File: config.mk
export PLATFORM = sky130hd
export DESIGN_NAME = uart_reg_ctrl
export DESIGN_NICKNAME = d
export VERILOG_FILES = /design/src/rtl/uart_reg_pkg.sv /design/src/rtl/uart_reg_ctrl_err.sv /design/src/rtl/uart_reg_ctrl.sv
export SDC_FILE = /design/constraint.sdc
export NUM_CORES = 1
export LEC_CHECK = 0
export ABC_CLOCK_PERIOD_IN_PS = 3600
export BUFFER_PORTS_ARGS = -buffer_cell sky130_fd_sc_hd__buf_2
export CORE_UTILIZATION = 38
export CTS_BUF_LIST = sky130_fd_sc_hd__clkbuf_16
export DETAILED_ROUTE_END_ITERATION = 7
export GPL_ROUTABILITY_DRIVEN = 0
export GPL_TIMING_DRIVEN = 0
export PLACE_DENSITY = 0.61
export SYNTH_ARGS = -nofsm -noshare
export SYNTH_HDL_FRONTEND = slang
export SYNTH_SLANG_ARGS = --single-unit
File: constraint.sdc
create_clock -name clk -period 3.6 [get_ports clk]
set_input_delay 0.9 -clock clk [delete_from_list [all_inputs] [get_ports clk]]
set_output_delay 0.9 -clock clk [all_outputs]
set_load 0.02 [all_outputs]
File: src/rtl/uart_reg_pkg.sv
// Shared constants for the UART register controller.
// Register addresses, LCR/LSR/IER bit positions, IIR codes, RX pop states.
package uart_reg_pkg;

  localparam logic [2:0] A_DATA  = 3'd0;
  localparam logic [2:0] A_IER   = 3'd1;
  localparam logic [2:0] A_IIR   = 3'd2;
  localparam logic [2:0] A_LCR   = 3'd3;
  localparam logic [2:0] A_BAUD0 = 3'd4;
  localparam logic [2:0] A_LSR   = 3'd5;
  localparam logic [2:0] A_BAUD1 = 3'd6;
  localparam logic [2:0] A_BAUD2 = 3'd7;

  localparam int LCR_ST  = 2;
  localparam int LCR_CHK = 3;
  localparam int LCR_PAR = 4;

  localparam int LSR_DR   = 0;
  localparam int LSR_PE   = 1;
  localparam int LSR_SE   = 2;
  localparam int LSR_OV   = 3;
  localparam int LSR_THRE = 5;
  localparam int LSR_IDLE = 6;

  localparam int IER_RX  = 0;
  localparam int IER_TX  = 1;
  localparam int IER_ERR = 2;

  localparam logic [7:0] IIR_ERR  = 8'h06;
  localparam logic [7:0] IIR_RX   = 8'h04;
  localparam logic [7:0] IIR_TX   = 8'h02;
  localparam logic [7:0] IIR_NONE = 8'h01;

  typedef enum logic [1:0] {
    ST_IDLE,
    ST_POP,
    ST_WAIT
  } rx_state_e;

endpackage

File: src/rtl/uart_reg_ctrl_err.sv
// Line-error latch: registered ack, rising-edge detect, sticky flag.
// Ports: clk, rstn, err (raw), clr (sticky clear), ack, sticky.
module uart_err_latch (
  input  logic clk,
  input  logic rstn,
  input  logic err,
  input  logic clr,
  output logic ack,
  output logic sticky
);

  // ack holds last cycle's err, so err & !ack is the rising edge
  always_ff @(posedge clk or negedge rstn) begin
    if (!rstn) begin
      ack    <= 1'b0;
      sticky <= 1'b0;
    end else begin
      ack <= err;
      if (err && !ack)
        sticky <= 1'b1;
      else if (clr)
        sticky <= 1'b0;
    end
  end

endmodule

File: src/rtl/uart_reg_ctrl.sv
// Host register map and sequencing controller for UART_TOP.
// Ports: bus (addr/wr_en/rd_en/wdata/rdata/rvalid/busy/irq), UART config, FIFO and error side.
module uart_reg_ctrl
  import uart_reg_pkg::*;
#(
  parameter logic [19:0] DEF_BAUD  = 20'd115200,
  parameter logic [7:0]  DEF_LCR   = 8'h0F,
  parameter int          RX_RD_LAT = 1
) (
  input  logic        clk,
  input  logic        rstn,
  input  logic [2:0]  addr,
  input  logic        wr_en,
  input  logic        rd_en,
  input  logic [7:0]  wdata,
  output logic [7:0]  rdata,
  output logic        rvalid,
  output logic        busy,
  output logic        irq,
  output logic [19:0] uart_buad,
  output logic [3:0]  data_length,
  output logic        check,
  output logic        st_check,
  output logic        parity,
  output logic [7:0]  tx_in_data,
  output logic        tx_fifo_write,
  output logic        rx_fifo_read,
  output logic        p_error_ack,
  output logic        st_error_ack,
  input  logic [7:0]  data_to_reg,
  input  logic [4:0]  rx_fifo_cnt,
  input  logic        rx_fifo_empty,
  input  logic        rx_work,
  input  logic [4:0]  tx_fifo_cnt,
  input  logic        tx_fifo_full,
  input  logic        tx_work,
  input  logic        p_error,
  input  logic        st_error
);

  localparam logic [7:0] LAT_LAST = 8'(RX_RD_LAT - 1);

  rx_state_e   state, state_nx;
  logic [7:0]  wait_cnt;
  logic        idle_st, wait_last;
  logic        wr_acc, rd_acc;
  logic        push, ovf_set, lsr_clr, pop_go;
  logic        cfg_idle;
  logic [2:0]  ier;
  logic [4:0]  lcr_sh, lcr_act;
  logic [19:0] baud_sh;
  logic        ovf, pe, se;
  logic [7:0]  lsr, iir, rd_val;
  logic        src_err, src_rx, src_tx;
  logic [7:0]  rdata_q;
  logic        rvalid_q;
  logic        tx_empty;

  assign tx_empty  = (tx_fifo_cnt == 5'd0);
  assign idle_st   = (state == ST_IDLE);
  assign wait_last = (state == ST_WAIT) &&
                     (wait_cnt == LAT_LAST);

  // write beats a simultaneous read
  assign wr_acc  = wr_en && idle_st;
  assign rd_acc  = rd_en && !wr_en && idle_st;
  assign push    = wr_acc && addr == A_DATA &&
                   !tx_fifo_full;
  assign ovf_set = wr_acc && addr == A_DATA &&
                   tx_fifo_full;
  assign lsr_clr = rd_acc && addr == A_LSR;
  assign pop_go  = rd_acc && addr == A_DATA &&
                   !rx_fifo_empty;

  // config may only change with the line fully quiet
  assign cfg_idle = !tx_work && !rx_work &&
                    tx_empty && !tx_fifo_write &&
                    !push;

  uart_err_latch u_perr (
    .clk    (clk),
    .rstn   (rstn),
    .err    (p_error),
    .clr    (lsr_clr),
    .ack    (p_error_ack),
    .sticky (pe)
  );

  uart_err_latch u_serr (
    .clk    (clk),
    .rstn   (rstn),
    .err    (st_error),
    .clr    (lsr_clr),
    .ack    (st_error_ack),
    .sticky (se)
  );

  always_ff @(posedge clk or negedge rstn) begin
    if (!rstn) begin
      state    <= ST_IDLE;
      wait_cnt <= 8'd0;
    end else begin
      state <= state_nx;
      if (state == ST_WAIT)
        wait_cnt <= wait_cnt + 8'd1;
      else
        wait_cnt <= 8'd0;
    end
  end

  always_comb begin
    state_nx     = state;
    rx_fifo_read = 1'b0;
    busy         = 1'b1;
    case (state)
      ST_IDLE: begin
        busy = 1'b0;
        if (pop_go)
          state_nx = ST_POP;
      end
      ST_POP: begin
        rx_fifo_read = 1'b1;
        state_nx     = ST_WAIT;
      end
      ST_WAIT: begin
        if (wait_last)
          state_nx = ST_IDLE;
      end
      default: state_nx = ST_IDLE;
    endcase
  end

  always_ff @(posedge clk or negedge rstn) begin
    if (!rstn) begin
      ier     <= 3'd0;
      lcr_sh  <= DEF_LCR[4:0];
      baud_sh <= DEF_BAUD;
    end else if (wr_acc) begin
      case (addr)
        A_IER:   ier            <= wdata[2:0];
        A_LCR:   lcr_sh         <= wdata[4:0];
        A_BAUD0: baud_sh[7:0]   <= wdata;
        A_BAUD1: baud_sh[15:8]  <= wdata;
        A_BAUD2: baud_sh[19:16] <= wdata[3:0];
        default: ;
      endcase
    end
  end

  always_ff @(posedge clk or negedge rstn) begin
    if (!rstn) begin
      lcr_act   <= DEF_LCR[4:0];
      uart_buad <= DEF_BAUD;
    end else if (cfg_idle) begin
      lcr_act   <= lcr_sh;
      uart_buad <= baud_sh;
    end
  end

  assign data_length = {2'b00, lcr_act[1:0]} + 4'd5;
  assign st_check    = lcr_act[LCR_ST];
  assign check       = lcr_act[LCR_CHK];
  assign parity      = lcr_act[LCR_PAR];

  always_ff @(posedge clk or negedge rstn) begin
    if (!rstn) begin
      tx_fifo_write <= 1'b0;
      tx_in_data    <= 8'd0;
      ovf           <= 1'b0;
    end else begin
      tx_fifo_write <= push;
      if (push)
        tx_in_data <= wdata;
      if (ovf_set)
        ovf <= 1'b1;
      else if (lsr_clr)
        ovf <= 1'b0;
    end
  end

  always_comb begin
    lsr           = 8'd0;
    lsr[LSR_DR]   = !rx_fifo_empty;
    lsr[LSR_PE]   = pe;
    lsr[LSR_SE]   = se;
    lsr[LSR_OV]   = ovf;
    lsr[LSR_THRE] = !tx_fifo_full;
    lsr[LSR_IDLE] = tx_empty && !tx_work;
  end

  // sources masked so the case items never overlap
  assign src_err = ier[IER_ERR] && |lsr[3:1];
  assign src_rx  = ier[IER_RX] && lsr[LSR_DR] &&
                   !src_err;
  assign src_tx  = ier[IER_TX] && tx_empty &&
                   !src_err && !src_rx;

  always_comb begin
    iir = IIR_NONE;
    unique case (1'b1)
      src_err: iir = IIR_ERR;
      src_rx:  iir = IIR_RX;
      src_tx:  iir = IIR_TX;
      default: iir = IIR_NONE;
    endcase
  end

  always_comb begin
    rd_val = 8'd0;
    case (addr)
      A_IER:   rd_val = {5'd0, ier};
      A_IIR:   rd_val = iir;
      A_LCR:   rd_val = {3'd0, lcr_sh};
      A_BAUD0: rd_val = baud_sh[7:0];
      A_LSR:   rd_val = lsr;
      A_BAUD1: rd_val = baud_sh[15:8];
      A_BAUD2: rd_val = {4'd0, baud_sh[19:16]};
      default: rd_val = 8'd0;
    endcase
  end

  always_ff @(posedge clk or negedge rstn) begin
    if (!rstn) begin
      rdata_q  <= 8'd0;
      rvalid_q <= 1'b0;
      irq      <= 1'b0;
    end else begin
      rvalid_q <= rd_acc && !pop_go;
      if (rd_acc && !pop_go)
        rdata_q <= rd_val;
      else if (wait_last)
        rdata_q <= data_to_reg;
      irq <= (ier[IER_RX] && lsr[LSR_DR]) ||
             (ier[IER_TX] && tx_empty) ||
             (ier[IER_ERR] && |lsr[3:1]);
    end
  end

  // popped byte is presented on the last WAIT cycle
  assign rdata  = wait_last ? data_to_reg : rdata_q;
  assign rvalid = rvalid_q || wait_last;

endmodule
Word level (Yosys, flattened, before mapping)

Index checks and enable logic that the tools add are counted.

Mux-type cells: 14
Reduce and logical (&&, ||, !) cells: 53
Equal/unequal tests: 11
$add $sub $neg: 2

Operators with widths:

| cell                  | number |
|---|---|
| $pmux W8 S7           | 1 |
| $logic_and A1 B1 Y1   | 24 |
| $mux W8               | 3 |
| $eq A3 B3 Y1 const B  | 4 |
| $logic_not A1 Y1      | 12 |
| $reduce_and A2 Y1     | 6 |
| $pmux W3 S3           | 1 |
| $add A8 B1 Y8 const B | 1 |
| $logic_not A8 Y1      | 1 |
| $eq A3 B2 Y1 const B  | 2 |
| $mux W1               | 6 |
| $pmux W2 S3           | 1 |
| $reduce_bool A2 Y1    | 3 |
| $logic_not A5 Y1      | 1 |
| $add A2 B3 Y4 const B | 1 |
| $mux W2               | 2 |
| $eq A3 B1 Y1 const B  | 1 |
| $logic_not A3 Y1      | 1 |
| $logic_or A1 B1 Y1    | 3 |
| $reduce_or A3 Y1      | 1 |
| $eq A2 B1 Y1 const B  | 1 |
| $eq A2 B2 Y1 const B  | 1 |
| $logic_not A2 Y1      | 1 |
| $ne A2 B1 Y1 const B  | 1 |
| $ne A2 B2 Y1 const B  | 1 |

Word-level logic and storage cells: 99
Register bits: 87
Output and inout port bits: 50
Bits of input ports: 39

Logic depth before layout (Yosys ltp)

Gate-level depths: netlist (run 1).

Depth in word-level cells: 9
Depth in mapped cells: 8
Gate-level depth less buffers: 7

Hierarchy

A second synthesis (run 1) with hierarchy kept.

Cells, all modules: 292
Area, all modules: 3908.7 sq um

Modules (own cells, without submodules):

| module         | cells an instance | area each (sq um) | seq. area each (sq um) | instances |
|---|---|---|---|---|
| uart_reg_ctrl  | 282               | 3768.6            | 2097.0                 | 1 |
| uart_err_latch | 5                 | 70.1              | 50.0                   | 2 |

Worst setup path after synthesis (run 1)

OpenSTA, ideal clock, no wires.

Path kind: reg2out
From: register wait_cnt[0]
To: output port rdata[1]
Data required time: 2700 ps
Data arrival time: 1747 ps
Stages on the path, launching flop included: 8
Buffers on the path: 1
Setup slack: 953 ps
Cells stage by stage: dfrtp_1 inv_1 ha_1 or4b_1 nor4_2 nand2b_1 buf_2 mux2_2

Cells in the longest elaborated chain, start to end: 3

RTL lines:

| item                   | RTL line             | RTL |
|---|---|---|
| start, declared        | uart_reg_ctrl.sv:44  | `logic [7:0] wait_cnt;` |
| start signal, assigned | uart_reg_ctrl.sv:105 | `wait_cnt <= wait_cnt + 8'd1;` |
| $logic_not A8 Y1       | uart_reg_ctrl.sv:62  | `(wait_cnt == LAT_LAST);` |
| $logic_and A1 B1 Y1    | uart_reg_ctrl.sv:61  | `assign wait_last = (state == ST_WAIT) &&` |
| $mux W8                | -                    |  |
| end, declared          | uart_reg_ctrl.sv:16  | `output logic [7:0] rdata,` |

Every way passes these cells.

Worst setup path in the final report (run 1)

From: register wait_cnt[0]
To: output port rdata[3]

The elaborated chain is that of the path after synthesis.

==> results.yml, run 1 <==
finish:
  final_util_pct: 47.9
  fin_area_um2: 4900
  multi_input_area_um2: 1660
  fill_cells: 950
  area_growth_pct: 23.0
  nets: 435
  antenna_cells: 0
  drive_above_1_share_pct: 48.0
  seq_area_um2: 2200
floorplanning:
  placementRows: 37
  top_level_ports: 89
  die_area_um2: 10900
  die_x_um: 104
  die_y_um: 104
  start_util_pct: 38.9
  core_area_um2: 10200
grt:
  grt_usage_pct: 17.0
  grt_pass1_vias: 2671
  grt_max_degree: 50
  grt_use_met3_pct: 3.70
  gr-total-overflow: 0
  grt_pass1_wl_um: 14100
  busiest_layer: "met2"
  grtUsageMet1_pct: 23.8
  antenna_found_initial: 0
  grt.met2_usage_pct: 25.9
logic_synthesis:
  ys_async_sr_fraction_pct: 100
  synthFlopType: "dfrtp_1"
  synth_edf_count: 0
  netlist_area_um2: 3980
  yosysTopAreaCell: "dfrtp_1"
  yosys.area.top_type_share_pct: 44.6
  syn_inst: 301
  yosys_warnings: 0
  synth_seq_area_share_pct: 55.2
  synth_fp_nets: 343
  synth.avg_cell_area_um2: 13.2
  ys_top_cells_by_area: "dfrtp_1, mux2_2, dfstp_2"
  ys_types: 42
  synth-seq-cells: 87
critical_path:
  r2r_cells: 6
  crit_arrival_ns: 2.38
  crit_path_max_fanout: 9
  worstPathRequired_ns: 2.70
  ff2ff_setup_slack_ns: 1.01
  r2r-start: "state[1]"
  endpoint_kind: "primary output"
  worstSetupStartpointType: "flip-flop"
  startpoint: "wait_cnt[0]"
  critPathCapture: "rdata[3]"
  rr_endpoint: "uart_buad[19]"
  worstSetupPathType: "reg -> out"
clock_network:
  cts-htree-levels: 3
  post_cts_buffers: 0
  clock_sinks: 87
  clock_latency_ns: 0.34
  cts-resized-gates: 0
  cts_made_buffers: 9
  hold_buffers: 0
  clockBufferDepth: 2
  cts_root_buffer: "clkbuf_16"
  cts_tree: "built"
  path_clk_slew_ns: 0.07
sta:
  hold_viol_final: 0
  finalWorstPathRequiredPeriod_ns: 3.28
  grt_setup_unrepaired: "false"
  fin_setup_tns_ns: 0
  fin_worst_skew_ns: 0.00894
  slew_headroom_pct: 37.5
  worst_slew_pin_slew_ns: 0.931
  whs_ns: 0.484
  drv_slew: 0
  fmaxAchievable_mhz: 305
  setup_viol: 0
  fin_crit_sh_pct: 91.2
placement:
  dpl_cell_area_um2: 4580
  io_buffers: 80
  dp.final_hpwl_um: 6310
power:
  p_per_area_nw_per_um2: 564
  netSwitchingPower_mw: 0.752
  swShare_pct: 27.2
  p_int_mw: 2.01
  vdd_drop_max_mv: 0.349
  seqPwrFrac_pct: 45.3
  leakage_nw: 2.34
  clockPowerShare_pct: 35.3
  combPwrFrac_pct: 19.4
  p_total_mw: 2.76
route:
  antenna_left: 0
  drt_iter0_markers: 71
  vias_per_cell: 4.95
  vias: 2643
  drcViolationCount: 0
  routed_wl_um: 8650
  dr.pass1.iters: 4
  avgRoutedWirePerCell_um: 16.2
worst_hold_path:
  hp-start: "wait_cnt[0]"
  hold_class: "reg -> reg"
outcome:
  status: "finished clean"
flow_run:
  max_cap_violations: 0
-- state kept, by name, indices dropped and copies added, names as in the netlist, 2 cells and up --
signal / flops
baud_sh: 20
uart_buad: 20
rdata_q: 8
tx_in_data: 8
wait_cnt: 8
lcr_act: 5
lcr_sh: 5
ier: 3
state: 2
-- worst max-delay path, stage by stage, from the launching register on --
cell	delay, ns
dfrtp_1	0.41
inv_1	0.07
ha_1	0.15
or4b_1	0.46
nor4_2	0.22
nand2b_1	0.08
buf_2	0.19
mux2_2	0.31
buf_2	0.16
-- through the flow --
step | cells | worst slack (ns)
after global routing | 534 | 0.149
after floorplan | 301 | 0.953
after global placement | 517 | 0.514
after CTS | 534 | 0.272
after detailed placement | 518 | 0.491
final | 534 | 0.316
-- layout by cell type (no fill, tap or decap), drive strengths merged, types with 2 or more instances in the layout --
master / Yosys / routed
a21oi: 3 / 3
a22o: 4 / 4
a22oi: 2 / 2
and3: 2 / 2
buf: 7 / 88
bufinv: 0 / 2
clkbuf: 6 / 15
clkinv: 0 / 4
dfrtp: 71 / 71
dfstp: 16 / 16
ha: 3 / 3
inv: 12 / 13
mux2: 69 / 69
mux2i: 11 / 11
nand2: 10 / 10
nand2b: 8 / 8
nand3: 9 / 9
nor2: 21 / 21
nor2b: 4 / 4
nor3: 3 / 3
nor4: 3 / 3
o21ai: 5 / 5
o22a: 3 / 3
o2bb2ai: 5 / 5
o32ai: 2 / 2
or2: 4 / 4
or3: 2 / 2
xnor2: 2 / 2
xor2: 4 / 4
-- final cells by class --
cell class / instances / share of cell area (%)
buffer: 13 / 1.66
clock buffer: 9 / 4.60
clock inverter: 7 / 1.81
inverter: 12 / 0.920
multi-input combinational: 189 / 33.9
sequential: 87 / 44.9
tap: 136 / 3.47
timing repair buffer: 81 / 8.79
-- logic make-up (layout without fill, tap and decap cells) --
logic type,count (synthesis),in the layout,synth area share (%)
AO/OA/AOI/OAI,28,28,5.31
multiplexers,80,80,24.0
adder cells (fa/ha/maj),3,3,0.942
AND/OR/NAND/NOR,72,72,10.1
buffers and inverters,25,122,3.17
XOR/XNOR,6,6,1.32
flip-flops,87,87,55.2
-- per-layer routing --
metal / part of all wire (%) / wire [um]
met5: 0 / 0
met4: 1.4 / 117
met3: 4.0 / 349
met2: 47 / 4030
met1: 48 / 4150
-- how the worst min path moves through the flow --
stage               slack (ns)  cells past startpoint            end
detailed placement        0.48                      1    wait_cnt[0]
floorplan                 0.45                      1    wait_cnt[0]
CTS                       0.49                      1    wait_cnt[0]
finish                    0.48                      1    wait_cnt[0]
global route              0.53                      1  tx_in_data[2]
global placement          0.46                      1    wait_cnt[0]
-- cell usage after synthesis, types with 5 or more instances --
library cell,number
nand3_1,9
nand2b_1,8
mux2_4,18
mux2i_1,11
mux2_2,51
clkbuf_1,6
inv_1,12
o2bb2ai_1,5
nor2_1,21
dfstp_2,16
o21ai_0,5
dfrtp_1,71
nand2_1,10
-- power groups by stage --
stage               clock network, mW  logic [mW]  registers, mW
detailed placement                  0       0.540           1.27
CTS                             0.998       0.543           1.25
global route                     1.04       0.582           1.27
floorplan                           0       0.288           1.32
global placement                    0       0.532           1.26
finish                          0.977       0.536           1.25
Note: power is estimated with default switching activity, not from simulation.
==> inputs of run 2 (changes only) <==
- CORE_UTILIZATION: 38 -> 58
- HOLD_SLACK_MARGIN: not set -> 0.12
- PLACE_DENSITY: 0.61 -> 0.87
- TNS_END_PERCENT: not set -> 1
==> results.yml, run 2 (same netlist as run 1, synthesis figures left out) <==
critical_path:
  endpoint_kind: "primary output"
  worstSetupStartpointType: "flip-flop"
  worstSetupPathType: "reg -> out"
  worstPathRequired_ns: 2.70
  crit_path_max_fanout: 9
  crit_arrival_ns: 2.42
  r2r_cells: 6
grt:
  grt_pass1_wl_um: 13700
  antenna_found_initial: 0
  grt_usage_pct: 25.3
  gr-total-overflow: 0
  grt_max_degree: 73
  grt_pass1_vias: 2710
route:
  dr.pass1.iters: 6
  avgRoutedWirePerCell_um: 17.7
  vias: 2704
  vias_per_cell: 5.69
  drt_iter0_markers: 179
  drcViolationCount: 6
  antenna_left: 0
  routed_wl_um: 8430
finish:
  nets: 435
  area_growth_pct: 20.7
  fill_cells: 423
  mostFrequentLayoutCells: "buf_2, dfrtp_1, mux2_2, nor2_1, mux2_4"
  antenna_cells: 0
  fin_cells: 475
  final_common_cell: "buf_2"
  drive_above_1_share_pct: 48.7
  reg_top3: "baud_sh x20, uart_buad x20"
sta:
  drv_slew: 0
  worst_slew_pin_slew_ns: 0.892
  hold_viol_final: 0
  setup_viol: 0
  fin_worst_skew_ns: 0.00764
  whs_ns: 0.416
  grt_setup_unrepaired: "false"
  slew_headroom_pct: 40.1
  fin_setup_tns_ns: 0
  fmaxAchievable_mhz: 301
  fin_crit_sh_pct: 92.3
  finalWorstPathRequiredPeriod_ns: 3.32
clock_network:
  cts_root_buffer: "clkbuf_16"
  cts_tree: "built"
  clockBufferDepth: 2
  clock_sinks: 87
  hold_buffers: 0
  cts-htree-levels: 3
  post_cts_buffers: 0
  cts-resized-gates: 0
  cts_made_buffers: 9
  clock_latency_ns: 0.33
  path_clk_slew_ns: 0.06
floorplanning:
  placementRows: 29
  core_area_um2: 6490
  die_area_um2: 7200
  die_x_um: 84.9
  top_level_ports: 89
  die_y_um: 84.9
  start_util_pct: 61.3
power:
  vdd_drop_max_mv: 0.416
  p_per_area_nw_per_um2: 565
  leakage_nw: 2.32
placement:
  dp.cells: 459
  dp.final_hpwl_um: 6050
  io_buffers: 80
worst_hold_path:
  hold_class: "in -> async"
flow_run:
  max_cap_violations: 0
outcome:
  violations: "DRC"
  status: "complete, but fails checks"
[run 2: layout make-up]
type / instances / area (um2) / area share (%)
multi-input combinational: 189 / 1660 / 34.5
sequential: 87 / 2200 / 45.7
clock inverter: 7 / 71.3 / 1.48
tap: 77 / 96.3 / 2.00
buffer: 13 / 81.3 / 1.69
clock buffer: 9 / 225 / 4.69
timing repair buffer: 81 / 430 / 8.95
inverter: 12 / 45.0 / 0.937
[run 2: final timing paths]
check | startpoint | end | slack [ns]
min in group clk | tx_in_data[2] | tx_in_data[2] | 0.50
worst max-delay path | wait_cnt[0] | rdata[3] | 0.28
max in group asynchronous | rstn | baud_sh[16] | 2.55
worst max register to register | state[1] | uart_buad[3] | 1.07
worst min-delay path | rstn | wait_cnt[6] | 0.42
worst min register to register | tx_in_data[2] | tx_in_data[2] | 0.50
[run 2: layer usage]
| layer | track usage [%] | vias to the layer above | wire, um |
|---|---|---|---|
| met3 | 4.57 | 14 | 412 |
| met1 | 34.1 | 1352 | 3720 |
| met2 | 40.9 | 85 | 4140 |
| li1 | - | 1253 | - |
| met5 | 0 | - | 0 |
| met4 | 10.6 | 0 | 153 |
[run 2: where the power goes]
| group | switching [mW] | internal, mW |
|---|---|---|
| Clock | 0.381 | 0.537 |
| Sequential | 0.0995 | 1.16 |
| Combinational | 0.288 | 0.254 |
| Total | 0.769 | 1.95 |
[run 2: critical path, stage by stage, from the launching register on]
cell	delay (ns)
dfrtp_1	0.41
inv_1	0.07
ha_1	0.14
or4b_1	0.46
nor4_2	0.24
nand2b_1	0.08
buf_2	0.20
mux2_2	0.32
buf_2	0.17
[run 2: through the flow]
step / instance area, um2 / setup slack (ns) / power, mW / util [%]
finish: 4810 / 0.277 / 2.72 / 74.0
global route: 4810 / 0.123 / 2.83 / 74.0
floorplan: 3980 / 0.953 / 1.61 / -
CTS: 4810 / 0.247 / 2.74 / 74.0
global placement: 4480 / 0.605 / 1.78 / 69.0
detailed placement: 4510 / 0.584 / 1.81 / 69.4
==> inputs of run 3 (changes only) <==
- CORE_UTILIZATION: 58 -> 35
- CTS_CLUSTER_SIZE: not set -> 8
- PLACE_DENSITY: 0.87 -> 0.58
==> results.yml, run 3 (same netlist as run 1, synthesis figures left out) <==
floorplanning:
  die_x_um: 109
  top_level_ports: 89
  die_area_um2: 11800
  core_area_um2: 11000
  die_y_um: 109
  start_util_pct: 36.3
  placementRows: 38
clock_network:
  cts_tree: "built"
  hold_buffers: 0
  clock_sinks: 87
  cts_root_buffer: "clkbuf_16"
  cts_made_buffers: 9
  cts-htree-levels: 3
  clock_latency_ns: 0.34
  post_cts_buffers: 0
  clockBufferDepth: 2
  cts-resized-gates: 0
  path_clk_slew_ns: 0.06
finish:
  fill_cells: 1007
  final_util_pct: 44.6
  nets: 435
  drive_above_1_share_pct: 48.2
  fin_cells: 538
  final_common_cell: "buf_2"
  antenna_cells: 0
  reg_top3: "baud_sh x20, uart_buad x20"
  area_growth_pct: 23.1
  mostFrequentLayoutCells: "buf_2, dfrtp_1, mux2_2, nor2_1, mux2_4"
sta:
  hold_viol_final: 0
  slew_headroom_pct: 34.4
  setup_viol: 0
  fmaxAchievable_mhz: 308
  finalWorstPathRequiredPeriod_ns: 3.25
  fin_crit_sh_pct: 90.3
  fin_worst_skew_ns: 0.00851
  grt_setup_unrepaired: "false"
  drv_slew: 0
  worst_slew_pin_slew_ns: 0.976
  fin_setup_tns_ns: 0
power:
  vdd_drop_max_mv: 0.275
  p_per_area_nw_per_um2: 563
  leakage_nw: 2.34
route:
  antenna_left: 0
  routed_wl_um: 8750
  drt_iter0_markers: 105
  vias_per_cell: 4.86
  dr.pass1.iters: 4
  avgRoutedWirePerCell_um: 16.3
  drcViolationCount: 0
  vias: 2612
critical_path:
  crit_arrival_ns: 2.35
  worstSetupStartpointType: "flip-flop"
  startpoint: "wait_cnt[0]"
  cp_cell_sequence: "inv_1, ha_1, or4b_1, nor4_2, nand2b_1, buf_2, mux2_2, buf_2"
  endpoint_kind: "primary output"
  crit_top_cell: "buf_2"
  critPathCapture: "rdata[6]"
  worstSetupPathType: "reg -> out"
  r2r_cells: 6
  r2r-start: "state[1]"
  crit_slowest_cell: "or4b_1"
  worstPathRequired_ns: 2.70
  critical_path.max_stage_delay_ns: 0.46
  ff2ff_setup_slack_ns: 0.95
  rr_endpoint: "uart_buad[6]"
  crit_path_max_fanout: 9
grt:
  grt_pass1_vias: 2616
  gr-total-overflow: 0
  grt_pass1_wl_um: 13800
  grt_usage_pct: 15.9
  grt_max_degree: 72
  antenna_found_initial: 0
worst_hold_path:
  hold_class: "in -> async"
placement:
  dp.cells: 522
  io_buffers: 80
  dp.final_hpwl_um: 6430
outcome:
  status: "finished clean"
flow_run:
  max_cap_violations: 0
## run 3: changes by cell type in the layout (fill, tap and decap cells not counted)
cell / delta
clkinvlp_4: -2
clkinv_2: -1
bufinv_16: +1
inv_1: +1
clkinv_4: +1
clkinv_1: +1
inv_6: -1
## run 3: area by class of cell
class                   instances  area (um2)  area share, %
inverters                      12        45.0          0.919
well taps                     140         175           3.57
plain buffers                  13        81.3           1.66
clock buffers                   9         225           4.59
clock inverters                 7        88.8           1.81
repair buffers                 81         430           8.78
flip-flops and latches         87        2200           44.8
multi-input cells             189        1660           33.9
## run 3: worst min-delay path by stage
stage / start / to / slack (ns)
2_1_floorplan: wait_cnt[0] / wait_cnt[0] / 0.45
3_3_place_gp: wait_cnt[0] / wait_cnt[0] / 0.46
3_5_place_dp: wait_cnt[0] / wait_cnt[0] / 0.47
4_1_cts: rstn / baud_sh[1] / 0.43
5_1_grt: rstn / baud_sh[1] / 0.44
6_report: rstn / u_perr.ack / 0.43
## run 3: per-layer routing
metal  track usage (%)  routed length [um]  up-vias
met3              3.35                 381       13
li1                  -                   -     1254
met4              8.11                 208        0
met5                 0                   0        -
met2              23.7                3920       61
met1              21.8                4230     1284
## run 3: report_power, final
part / switching [mW] / internal, mW / leakage (nW)
combinational: 0.284 / 0.253 / 1.11
sequential: 0.0950 / 1.16 / 1.07
clock: 0.367 / 0.602 / 0.154
total: 0.746 / 2.01 / 2.34
## run 3: worst max-delay path, delay by kind of cell (launching register included)
| family | cells | cell delay, ns |
|---|---|---|
| DFF | 1 | 0.40 |
| muxes | 1 | 0.31 |
| and+or+nand+nor | 3 | 0.74 |
| buffers and inverters | 3 | 0.43 |
| adders and majority gates | 1 | 0.14 |
## run 3: stage by stage
stage          area [um2]  setup slack, ns  hold slack (ns)  power, mW
6_report             4900            0.349            0.432       2.76
5_1_grt              4900            0.163            0.440       2.89
4_1_cts              4900            0.315            0.433       2.80
3_5_place_dp         4590            0.487            0.474       1.81
3_3_place_gp         4560            0.484            0.463       1.80
2_1_floorplan        3980            0.953            0.446       1.61
